**src/rtl/timer_intr_ctrl_pkg.sv**
```systemverilog
// Shared constants for the timer/interrupt controller: register word offsets,
// CTRL bit positions, interrupt FSM encodings and the timer cause code.
package timer_intr_pkg;

  // Register word index, taken from Daddr[4:2]
  localparam logic [2:0] RegCtrl    = 3'd0;
  localparam logic [2:0] RegCount   = 3'd1;
  localparam logic [2:0] RegCompare = 3'd2;
  localparam logic [2:0] RegPend    = 3'd3;
  localparam logic [2:0] RegMask    = 3'd4;
  localparam logic [2:0] RegEoi     = 3'd5;

  // CTRL bit positions
  localparam int unsigned CtrlTen  = 0;
  localparam int unsigned CtrlAuto = 1;
  localparam int unsigned CtrlGie  = 2;

  // Interrupt FSM encodings
  localparam logic [1:0] StIdle    = 2'd0;
  localparam logic [1:0] StReq     = 2'd1;
  localparam logic [1:0] StService = 2'd2;

  // Timer has cause code 0; external line k reports k+1
  localparam logic [3:0] CauseTimer = 4'd0;

endpackage

```
**src/rtl/timer_intr_ctrl_if.sv**
```systemverilog
// CPU data-port and interrupt handshake signals of the timer/interrupt controller.
interface timer_intr_ctrl_if #(
  parameter int unsigned NUM_EXT = 4
);
  logic [31:0]        Daddr;
  logic [31:0]        Dwrite;
  logic               Wmem;
  logic               Sel;
  logic [31:0]        Dread;
  logic [NUM_EXT-1:0] ExtIrq;
  logic               Intr;
  logic               Inta;
  logic [3:0]         IntCause;

  // CPU / system side
  modport master (
    output Daddr, Dwrite, Wmem, ExtIrq, Inta,
    input  Sel, Dread, Intr, IntCause
  );

  // Controller side
  modport slave (
    input  Daddr, Dwrite, Wmem, ExtIrq, Inta,
    output Sel, Dread, Intr, IntCause
  );
endinterface

```
**src/rtl/timer_intr_ctrl_irq_sync_edge.sv**
```systemverilog
// Two-flop synchronizer for one asynchronous interrupt line, followed by a
// rising-edge detector that emits a single-cycle pulse.
module irq_sync_edge (
  input  logic clk,
  input  logic rst,
  input  logic async_in,
  output logic pulse
);
  logic meta_q, sync_q, prev_q;

  // Synchronizer chain plus the delayed copy used for edge detection
  always_ff @(posedge clk or posedge rst) begin
    if (rst) begin
      meta_q <= 1'b0;
      sync_q <= 1'b0;
      prev_q <= 1'b0;
    end else begin
      meta_q <= async_in;
      sync_q <= meta_q;
      prev_q <= sync_q;
    end
  end

  assign pulse = sync_q & ~prev_q;
endmodule

```
**src/rtl/timer_intr_ctrl.sv**
```systemverilog
// Memory-mapped timer and interrupt controller on the CPU data bus. Provides a
// free-running/one-shot compare timer, edge-triggered external lines, pending
// and mask registers, and a request/acknowledge/EOI handshake towards the CPU.
module timer_intr_ctrl #(
  parameter logic [31:0] BASE_ADDR = 32'h0000_0100,
  parameter int unsigned NUM_EXT   = 4
) (
  input logic             Clk,
  input logic             Clrn,
  timer_intr_ctrl_if.slave bus
);
  import timer_intr_pkg::*;

  logic [2:0]         ctrl_q, ctrl_d;
  logic [31:0]        count_q, count_d;
  logic [31:0]        compare_q, compare_d;
  logic [NUM_EXT:0]   pend_q, pend_d, mask_q, mask_d;
  logic [1:0]         state_q, state_d;
  logic               intr_q, intr_d;
  logic [3:0]         cause_q, cause_d, cause_sel;
  logic [NUM_EXT-1:0] ext_pulse;
  logic [NUM_EXT:0]   active;
  logic [2:0]         word_idx;
  logic               wr_en, match, req_cond;
  logic [31:0]        rdata;

  for (genvar k = 0; k < NUM_EXT; k++) begin : g_ext
    irq_sync_edge u_sync (
      .clk      (Clk),
      .rst      (Clrn),
      .async_in (bus.ExtIrq[k]),
      .pulse    (ext_pulse[k])
    );
  end

  assign bus.Sel  = (bus.Daddr[31:5] == BASE_ADDR[31:5]);
  assign word_idx = bus.Daddr[4:2];
  assign wr_en    = bus.Sel & bus.Wmem;
  assign match    = ctrl_q[CtrlTen] & (count_q == compare_q);
  assign active   = pend_q & mask_q;
  assign req_cond = ctrl_q[CtrlGie] & (|active);

  // Register read mux; unmapped words and unused bits read as 0
  always_comb begin
    rdata = '0;
    if (bus.Sel) begin
      case (word_idx)
        RegCtrl:    rdata[2:0]       = ctrl_q;
        RegCount:   rdata            = count_q;
        RegCompare: rdata            = compare_q;
        RegPend:    rdata[NUM_EXT:0] = pend_q;
        RegMask:    rdata[NUM_EXT:0] = mask_q;
        default:    rdata            = '0;
      endcase
    end
  end

  // Timer, register writes and pending set/clear (hardware set beats W1C)
  always_comb begin
    ctrl_d    = ctrl_q;
    count_d   = count_q;
    compare_d = compare_q;
    mask_d    = mask_q;
    if (wr_en && word_idx == RegCount) begin
      count_d = bus.Dwrite;
    end else if (match) begin
      count_d = ctrl_q[CtrlAuto] ? '0 : count_q;
    end else if (ctrl_q[CtrlTen]) begin
      count_d = count_q + 32'd1;
    end
    if (wr_en && word_idx == RegCtrl) begin
      ctrl_d = bus.Dwrite[2:0];
    end else if (match && !ctrl_q[CtrlAuto]) begin
      ctrl_d[CtrlTen] = 1'b0;
    end
    if (wr_en && word_idx == RegCompare) compare_d = bus.Dwrite;
    if (wr_en && word_idx == RegMask)    mask_d    = bus.Dwrite[NUM_EXT:0];
    pend_d = pend_q;
    if (wr_en && word_idx == RegPend) pend_d = pend_q & ~bus.Dwrite[NUM_EXT:0];
    pend_d = pend_d | {ext_pulse, match};
  end

  // Lowest enabled pending index wins, so the timer has top priority
  always_comb begin
    cause_sel = CauseTimer;
    for (int i = NUM_EXT; i >= 0; i--) begin
      if (active[i]) cause_sel = 4'(i);
    end
  end

  // Interrupt handshake FSM
  always_comb begin
    state_d = state_q;
    intr_d  = intr_q;
    cause_d = cause_q;
    case (state_q)
      StIdle: begin
        if (req_cond) begin
          state_d = StReq;
          intr_d  = 1'b1;
        end
      end
      StReq: begin
        if (!req_cond) begin
          state_d = StIdle;
          intr_d  = 1'b0;
        end else if (bus.Inta) begin
          state_d = StService;
          intr_d  = 1'b0;
          cause_d = cause_sel;
        end
      end
      StService: begin
        if (wr_en && word_idx == RegEoi) state_d = StIdle;
      end
      default: begin
        state_d = StIdle;
        intr_d  = 1'b0;
      end
    endcase
  end

  // State registers
  always_ff @(posedge Clk or posedge Clrn) begin
    if (Clrn) begin
      ctrl_q    <= '0;
      count_q   <= '0;
      compare_q <= '0;
      pend_q    <= '0;
      mask_q    <= '0;
      state_q   <= StIdle;
      intr_q    <= 1'b0;
      cause_q   <= '0;
    end else begin
      ctrl_q    <= ctrl_d;
      count_q   <= count_d;
      compare_q <= compare_d;
      pend_q    <= pend_d;
      mask_q    <= mask_d;
      state_q   <= state_d;
      intr_q    <= intr_d;
      cause_q   <= cause_d;
    end
  end

  assign bus.Dread    = rdata;
  assign bus.Intr     = intr_q;
  assign bus.IntCause = cause_q;
endmodule

```
**src/flat_wrapper.sv**
```systemverilog
// flat-port wrapper written by rule: the top's interface ports become plain ports
module timer_intr_ctrl_flat import timer_intr_pkg::*;
#(
  parameter logic [31:0] BASE_ADDR = 32'h0000_0100,
  parameter int unsigned NUM_EXT   = 4
)
  (Clk, Clrn, bus_Daddr, bus_Dwrite, bus_Wmem, bus_ExtIrq, bus_Inta, bus_Sel, bus_Dread, bus_Intr, bus_IntCause);
  timer_intr_ctrl_if #(.NUM_EXT(NUM_EXT)) bus_i ();
  input logic Clk;
  input logic Clrn;
  input wire logic [$bits(bus_i.Daddr)-1:0] bus_Daddr;
  input wire logic [$bits(bus_i.Dwrite)-1:0] bus_Dwrite;
  input wire logic [$bits(bus_i.Wmem)-1:0] bus_Wmem;
  input wire logic [$bits(bus_i.ExtIrq)-1:0] bus_ExtIrq;
  input wire logic [$bits(bus_i.Inta)-1:0] bus_Inta;
  output wire logic [$bits(bus_i.Sel)-1:0] bus_Sel;
  output wire logic [$bits(bus_i.Dread)-1:0] bus_Dread;
  output wire logic [$bits(bus_i.Intr)-1:0] bus_Intr;
  output wire logic [$bits(bus_i.IntCause)-1:0] bus_IntCause;
  assign bus_i.Daddr = bus_Daddr;
  assign bus_i.Dwrite = bus_Dwrite;
  assign bus_i.Wmem = bus_Wmem;
  assign bus_i.ExtIrq = bus_ExtIrq;
  assign bus_i.Inta = bus_Inta;
  assign bus_Sel = bus_i.Sel;
  assign bus_Dread = bus_i.Dread;
  assign bus_Intr = bus_i.Intr;
  assign bus_IntCause = bus_i.IntCause;
  timer_intr_ctrl #(.BASE_ADDR(BASE_ADDR), .NUM_EXT(NUM_EXT)) u_core (.Clk(Clk), .Clrn(Clrn), .bus(bus_i));
endmodule
```
**config.mk**
```make
export PLATFORM = sky130hd
export DESIGN_NAME = timer_intr_ctrl_flat
export DESIGN_NICKNAME = d
export VERILOG_FILES = /design/src/rtl/timer_intr_ctrl_pkg.sv /design/src/rtl/timer_intr_ctrl_if.sv /design/src/rtl/timer_intr_ctrl_irq_sync_edge.sv /design/src/rtl/timer_intr_ctrl.sv /design/src/flat_wrapper.sv
export SDC_FILE = /design/constraint.sdc
export NUM_CORES = 1
export LEC_CHECK = 0
export CAP_MARGIN = 20
export CORE_MARGIN = 2
export CORE_UTILIZATION = 40
export DETAILED_ROUTE_END_ITERATION = 8
export PLACE_DENSITY = 0.62
export SLEW_MARGIN = 20
export SYNTH_ARGS = -nofsm -noshare
export SYNTH_HDL_FRONTEND = slang
export SYNTH_HIERARCHICAL = 1
export SYNTH_SLANG_ARGS = --single-unit
```
**constraint.sdc**
```tcl
create_clock -name Clk -period 4.6 [get_ports Clk]
set_clock_uncertainty 0.05 [all_clocks]
set_input_delay 0.69 -clock Clk [delete_from_list [all_inputs] [get_ports Clk]]
set_output_delay 0.69 -clock Clk [all_outputs]
set_load 0.01 [all_outputs]
```
* Yosys cells after proc, flatten, opt, wreduce, memory -nomap -nowiden
Cells that the tools add are included.
** Cells by class
- Add/subtract/negate cells :: 1
- Eq/ne operators :: 13
- Mux-type cells :: 25
- Bitwise gates (word level) :: 16
- Reductions and logical operators :: 17
** Operator list (number)
- 2-to-1 mux 32 bit :: 5
- one-hot mux 27 bit (2 select lines) :: 1
- adder 32 x 1 -> 32 bit, second input constant :: 1
- == test 32 bit :: 1
- == test 27 x 4 -> 1 bit, second input constant :: 1
- 2-to-1 mux 3 bit :: 5
- one-hot mux 3 bit (5 select lines) :: 1
- bitwise AND 5 bit :: 2
- AND reduction 3 bit :: 3
- 2-to-1 mux 2 bit :: 4
- one-hot mux 2 bit (4 select lines) :: 1
- bitwise AND 1 bit :: 7
- logical AND 1 bit :: 7
- == test 3 x 2 -> 1 bit, second input constant :: 2
- == test 3 bit, second input constant :: 2
- one-hot mux 2 bit (3 select lines) :: 1
- 2-to-1 mux 1 bit :: 5
- 2-to-1 mux 5 bit :: 1
- NOT 1 bit :: 5
- NOT 5 bit :: 1
- bitwise OR 5 bit :: 1
- OR reduction 5 bit :: 1
- inequality test 2 x 1 -> 1 bit, second input constant :: 2
- == test 3 x 1 -> 1 bit, second input constant :: 1
- 11 further kinds :: 11
** Word-level totals
- Register bits :: 96
- Input bits :: 72
- Output and inout port bits :: 38
- Word-level logic and storage cells :: 93

* Longest topological paths before layout
Gate-level depths: netlist (run 1).
- Word-level depth :: 6
- Gate-level depth with buffers :: 8
- Gate-level depth less buffers :: 7

* Hierarchy
The synthesis (run 1) kept the hierarchy.
** By module, submodules not included
- timer_intr_ctrl :: instances 1, cells an instance 578, area an instance 5303.8 µm², sequential area each 2077.0 µm²
- irq_sync_edge :: instances 4, cells an instance 5, area an instance 92.6 µm², sequential area each 75.1 µm²

* Worst setup path after synthesis (run 1)
Ideal clock, no wire load.
- Path kind :: input -> output
- Start point :: in bus_Daddr[2]
- End point :: out bus_Dread[3]
- Arrival :: 2.122 ns
- Required time :: 3.860 ns
- Slack :: 1.738 ns
- Stages :: 8
- Path buffers :: 2
- Path through :: clkbuf_1 -> nor2b_1 -> and2_0 -> clkbuf_1 -> o2bb2ai_1 -> a21oi_1 -> nor3_1 -> o21a_1
** On the way
- Cells in the longest elaborated chain, start to end :: 3
- Elaborated cells between the ends (all ways) :: 6
- Those cells by class :: 4 x eq/ne; 2 x mux
** Ends and longest elaborated chain
- start: declaration :: RTL line flat_wrapper.sv:11 : input wire logic [$bits(bus_i.Daddr)-1:0] bus_Daddr;
- == test 3 bit (tied with other cells) :: RTL line timer_intr_ctrl.sv:47 : case (word_idx)
- one-hot mux 2 bit (4 select lines) (*) :: RTL line timer_intr_ctrl.sv:47
- 2-to-1 mux 32 bit (*) :: RTL line timer_intr_ctrl.sv:46 : if (bus.Sel) begin
- end: declaration :: RTL line flat_wrapper.sv:17 : output wire logic [$bits(bus_i.Dread)-1:0] bus_Dread;
Mark *: on every way between the ends. The rest lies on a longest branch, timed or not.

* Worst setup path after layout (run 1)
- Start point :: in bus_Daddr[4]
- End point :: out bus_Dread[3]
The elaborated chain is that of the path after synthesis.

==> results.yml, run 1 <==
sta:
  post-route-period-util: 0.845
  worst_slack_ps: 714
  final_hold_viol_count: 0
  period_needed_ps: 3890
  setup_violations: 0
  fmax_mhz: 257
  worstMarginPinSlew_ps: 991
  drv_slew: 0
  slew_headroom: 0.335
  rsz0062_at_grt: "no"
  setup_tns_ps: 0
routing:
  drt-met1-wl_um: 7700
  final_antenna_net_count: 0
  avgRoutedWirePerCell_um: 19.3
  vias: 5062
  drc_errors: 0
  dr_wl_met2_um: 7610
  vias_per_cell: 5.87
  wl_met3_um: 879
  firstDrtPassIters: 5
  dr.max_layer_used: "met4"
  drt_iter0_drc: 467
  drt_wl_total_um: 16700
yosys:
  syn_nets: 671
  synth.top_cell.area_share: 0.419
  seq_area_frac_synth: 0.419
  avgSynthCellArea_sq_um: 9.49
  ys_ff_latch: 95
  syn_inst: 598
  synth_area_leaders: "dfrtp_1, mux2_2, a22oi_1"
  synth_edf_count: 0
  synth_warnings: 6
  synth_cell_type_count: 59
  ys.flop_type: "dfrtp_1"
  yosysTopAreaCell: "dfrtp_1"
  syn_area_sq_um: 5670
  synthArstFlopShare: 1.00
finish:
  nets: 751
  antenna_cells: 0
  final_cell_mix: "clkdlybuf4s50_1, dfrtp_1, nor2_1"
  drive_gt1_frac: 0.123
  area_growth_pct: 25.6
  layout_commonest_cell: "clkdlybuf4s50_1"
clock_network:
  cts_root_buf: "clkbuf_16"
  htreeDepth: 3
  cts_hold_buf: 0
  clock_path_buffers: 2
  numCtsBuffers: 9
  clk_latency_ps: 350
  clk_pin_slew_ps: 70
  cts_tree: "done"
  cts_resized: 0
  post_cts_buffers: 0
  clkSinkCount: 95
floorplan:
  die_x_um: 123
  die_y_um: 123
  coreArea_sq_um: 13900
  die_area_sq_um: 15200
  num_io_pins: 110
  start_util: 0.409
  rows: 43
critical_path:
  end_kind: "output port"
  path_class: "input pin to output port"
  worstPathArrival_ps: 3150
  critPathBufInv: 3
  cp_data_required_time_ps: 3860
  startpoint_type: "input pin"
  cp_common_cell: "clkdlybuf4s50_1"
  cp_cell_sequence: "clkdlybuf4s50_1 -> nor2b_1 -> buf_4 -> and2_0 -> o2bb2ai_1 -> a21oi_1 -> nor3_1 -> o21a_1 -> clkdlybuf4s50_1"
  critical_path.top_delay_family: "buffers and inverters"
  cp_max_fo: 12
  cp_slowest_cell: "clkdlybuf4s50_1"
  cpPeakStageDelay_ps: 650
place:
  hpwl_um: 11900
  place_ws_ps: 744
  numPortBuffers: 106
  place_congestion: 0.855
power_and_ir_drop:
  cellLeakagePower_nw: 2.98
  power.total_mw: 1.70
  ir_drop_mv: 0.141
  powerDensity_nw_per_um2: 239
grt:
  grt_pass1_vias: 5104
  grt_max_degree: 39
  grt_pass1_wl_um: 27000
  antenna_found_initial: 0
  grtUsageTotal: 0.233
  overflow: 0
min_path:
  hold_class: "flip-flop to flip-flop"
flow_run:
  cap_violations: 0
run_status:
  run_status: "finished, final reports clean"
## kinds of logic after synthesis
kind of cell	synth area share
other	0.000661
buffers and inverters	0.0512
xor gates and xnor gates	0.0494
adders and majority gates	0.00220
and+or+nand+nor	0.202
muxes	0.116
DFF	0.419
AOI/OAI and AO/OA	0.161
## metrics by stage
step / hold slack (ps) / instances / cell area (sq um) / utilization
global placement: 283 / 846 / 6820 / 0.491
global route: 307 / 863 / 7130 / 0.514
finish: 301 / 863 / 7130 / 0.514
floorplan: 281 / 598 / 5670 / -
detailed placement: 287 / 847 / 6840 / 0.493
CTS: 303 / 863 / 7130 / 0.514
## layout make-up
cell class | count | area [sq um]
inverters | 16 | 61.3
multi-input cells | 437 | 3010
well taps | 180 | 225
clock buffers | 9 | 225
flip-flops and latches | 95 | 2380
clock inverters | 7 | 62.6
repair buffers | 119 | 1170
fillers | 1311 | 6750
## metal layers
layer / up-vias / GRT usage
met1: 2504 / 0.323
met3: 33 / 0.0351
met2: 171 / 0.359
met5: - / 0
li1: 2354 / -
met4: 0 / 0.107
## power breakdown
group          switching (mW)  leakage, nW  internal, mW  total (mW)
sequential            0.00277         1.25         0.840       0.843
clock                   0.357        0.139         0.379       0.736
combinational          0.0555         1.59        0.0665       0.122
## final timing paths
check / from / endpoint / slack (ps) / depth (start not counted)
worst max-delay path: bus_Daddr[4] / bus_Dread[3] / 710 / 9
worst min-delay path: u_core/g_ext[2].u_sync/meta_q / u_core/g_ext[2].u_sync/sync_q / 300 / 0
worst max register to register: u_core/count_q[6] / u_core/count_q[8] / 1070 / 7
worst min register to register: u_core/g_ext[2].u_sync/meta_q / u_core/g_ext[2].u_sync/sync_q / 300 / 0
max in group asynchronous: Clrn / u_core/count_q[20] / 3060 / 3
min in group asynchronous: Clrn / u_core/g_ext[2].u_sync/meta_q / 610 / 2
## Yosys cell counts, drive strengths merged (4+ instances only)
cell type  instances
a21o               8
nor3              12
buf               21
a22oi             38
nand2             42
nor4              15
and3              13
o21ai             11
clkbuf            29
nor2              65
nand3             29
nor2b             10
and2               4
a31oi              4
a221o             11
o211ai            12
nand4             21
a21oi             10
inv               16
mux2i             16
xnor2             17
dfrtp             95
xor2              15
o31ai              5
mux2              44
## sequential cells by signal, summed over array words and instances (netlist names), 2 cells and up
name	count
u_core/compare_q	32
u_core/count_q	32
u_core/mask_q	5
u_core/pend_q	5
u_core/g_ext.u_sync/meta_q	4
u_core/g_ext.u_sync/prev_q	4
u_core/g_ext.u_sync/sync_q	4
u_core/bus.IntCause	3
u_core/ctrl_q	3
u_core/state_q	2
## worst reg2reg max path: stages (launching register included)
cell and delay (ps):
dfrtp_1 470, xnor2_1 420, nand4_1 280, or4_4 590
o31ai_2 850, buf_4 400, nor2_1 70, a221o_1 300
Note: power is estimated with default switching activity, not from simulation.
==> run 2: changes to the inputs <==
Clock period 4.6 ns to 4 ns, I/O delays scaled along.
==> run 2 against run 1 <==
Net effect: critical path depth is 2 lower; hold slack worse by 3.5 ps; clock power is 19% higher; cell count is 0.46% higher; setup slack worse by 250 ps; critical path type unchanged; critical endpoint unchanged.
==> results.yml, run 2 (synthesized netlist as in run 1, its figures left out) <==
run_status:
  run_status: "finished, final reports clean"
finish:
  drive_gt1_frac: 0.128
  final_cell_mix: "clkdlybuf4s50_1, dfrtp_1, nor2_1"
  final_cell_area_sq_um: 7170
  top_regs: "u_core/compare_q x32, u_core/count_q x32"
  layout_commonest_cell: "clkdlybuf4s50_1"
  area_growth_pct: 26.4
  antenna_cells: 0
  nets: 755
critical_path:
  cp_cell_sequence: "clkdlybuf4s50_1 -> and2_0 -> o2bb2ai_1 -> a21oi_1 -> nor3_1 -> o21a_1 -> clkdlybuf4s50_1"
  cpPeakStageDelay_ps: 780
  cp_common_cell: "clkdlybuf4s50_1"
  rr_worst_depth: 6
  reg2reg_from: "u_core/count_q[2]"
  end_kind: "output port"
  path_class: "input pin to output port"
  worstPathArrival_ps: 2880
  cp_slowest_cell: "clkdlybuf4s50_1"
  cp_data_required_time_ps: 3350
  cp-startpoint: "bus_Daddr[3]"
  startpoint_type: "input pin"
  reg2reg_slack_ps: 1120
  r2r-end: "u_core/count_q[31]"
  cp_max_fo: 15
place:
  hpwl_um: 12000
  numPortBuffers: 106
  dpl-instance-area_sq_um: 6870
  place_congestion: 0.894
sta:
  period_needed_ps: 3530
  setup_tns_ps: 0
  post-route-period-util: 0.883
  holdWs_ps: 298
  slew_headroom: 0.327
  fmax_mhz: 283
  worstMarginPinSlew_ps: 1000
  rsz0062_at_grt: "no"
  final_hold_viol_count: 0
  drv_slew: 0
  setup_violations: 0
routing:
  vias_per_cell: 5.77
  drt_iter0_drc: 488
  drt-met1-wl_um: 7630
  dr_wl_met2_um: 7810
  drc_errors: 0
  firstDrtPassIters: 5
  wl_met3_um: 890
  final_antenna_net_count: 0
  avgRoutedWirePerCell_um: 19.3
  vias: 5000
  drt_wl_total_um: 16700
  dr.max_layer_used: "met4"
grt:
  grt_pass1_vias: 4872
  antenna_found_initial: 0
  overflow: 0
  grtUsageTotal: 0.229
  grt_max_degree: 47
  grt_pass1_wl_um: 26500
clock_network:
  cts_hold_buf: 0
  cts_resized: 0
  htreeDepth: 3
  clk_latency_ps: 350
  clock_path_buffers: 2
  cts_tree: "done"
  numCtsBuffers: 9
  cts_root_buf: "clkbuf_16"
  clk_pin_slew_ps: 60
  clkSinkCount: 95
  post_cts_buffers: 0
floorplan:
  die_area_sq_um: 15200
  num_io_pins: 110
  rows: 43
  start_util: 0.409
  die_x_um: 123
  coreArea_sq_um: 13900
  die_y_um: 123
flow_run:
  cap_violations: 0
min_path:
  hold_path_end: "u_core/g_ext[2].u_sync/sync_q"
  hold_class: "flip-flop to flip-flop"
  min_from: "u_core/g_ext[2].u_sync/meta_q"
  hold_depth: 0
power_and_ir_drop:
  ir_drop_mv: 0.154
  cellLeakagePower_nw: 3.00
  powerDensity_nw_per_um2: 277
==> run 2: cell types whose count changed in the layout (fill, tap and decap cells not counted) <==
cell and delta:
buf_4 +4, bufinv_16 +1, clkbuf_8 +1, clkinv_2 +3, clkinv_4 -1, clkinvlp_4 +1, inv_6 -4, inv_8 -1
==> run 2: how the worst max path moves through the flow <==
| stage | slack [ps] | endpoint |
|---|---|---|
| after floorplan | 1210 | u_core/bus.IntCause[0] |
| after global placement | 450 | bus_Dread[3] |
| after detailed placement | 470 | bus_Dread[3] |
| after CTS | 470 | bus_Dread[3] |
| after global routing | 320 | bus_Dread[3] |
| final | 470 | bus_Dread[3] |
==> run 2: per-layer routing <==
metal,track usage,vias to the layer above
met4,0.0945,0
li1,-,2359
met3,0.0337,26
met1,0.321,2454
met5,0,-
met2,0.356,161
==> run 2: worst max-delay path, delay by kind of cell <==
family	cells	cell delay, ps
buffers and inverters	2	1310
AND/OR/NAND/NOR	2	580
AO/OA/AOI/OAI	3	400
==> run 2: through the flow <==
stage                     instances  utilization  setup slack (ps)  total power, mW
final                           867        0.517               467             1.98
after global routing            867        0.517               315             2.05
after CTS                       867        0.517               474             2.00
after detailed placement        851        0.495               474             1.13
after global placement          851        0.495               449             1.13
after floorplan                 598            -              1210             1.03
==> run 2: power breakdown <==
part,leakage [nW],switching (mW),internal (mW)
combinational,1.61,0.0643,0.0765
sequential,1.25,0.00335,0.967
clock,0.144,0.375,0.498
==> run 2: cell type report <==
type | instances | area (sq um)
Fill cell | 1313 | 6710
Sequential cell | 95 | 2380
Clock inverter | 6 | 60.1
Clock buffer | 10 | 239
Multi-Input combinational cell | 437 | 3010
Inverter | 16 | 61.3
Timing Repair Buffer | 123 | 1200
Tap cell | 180 | 225
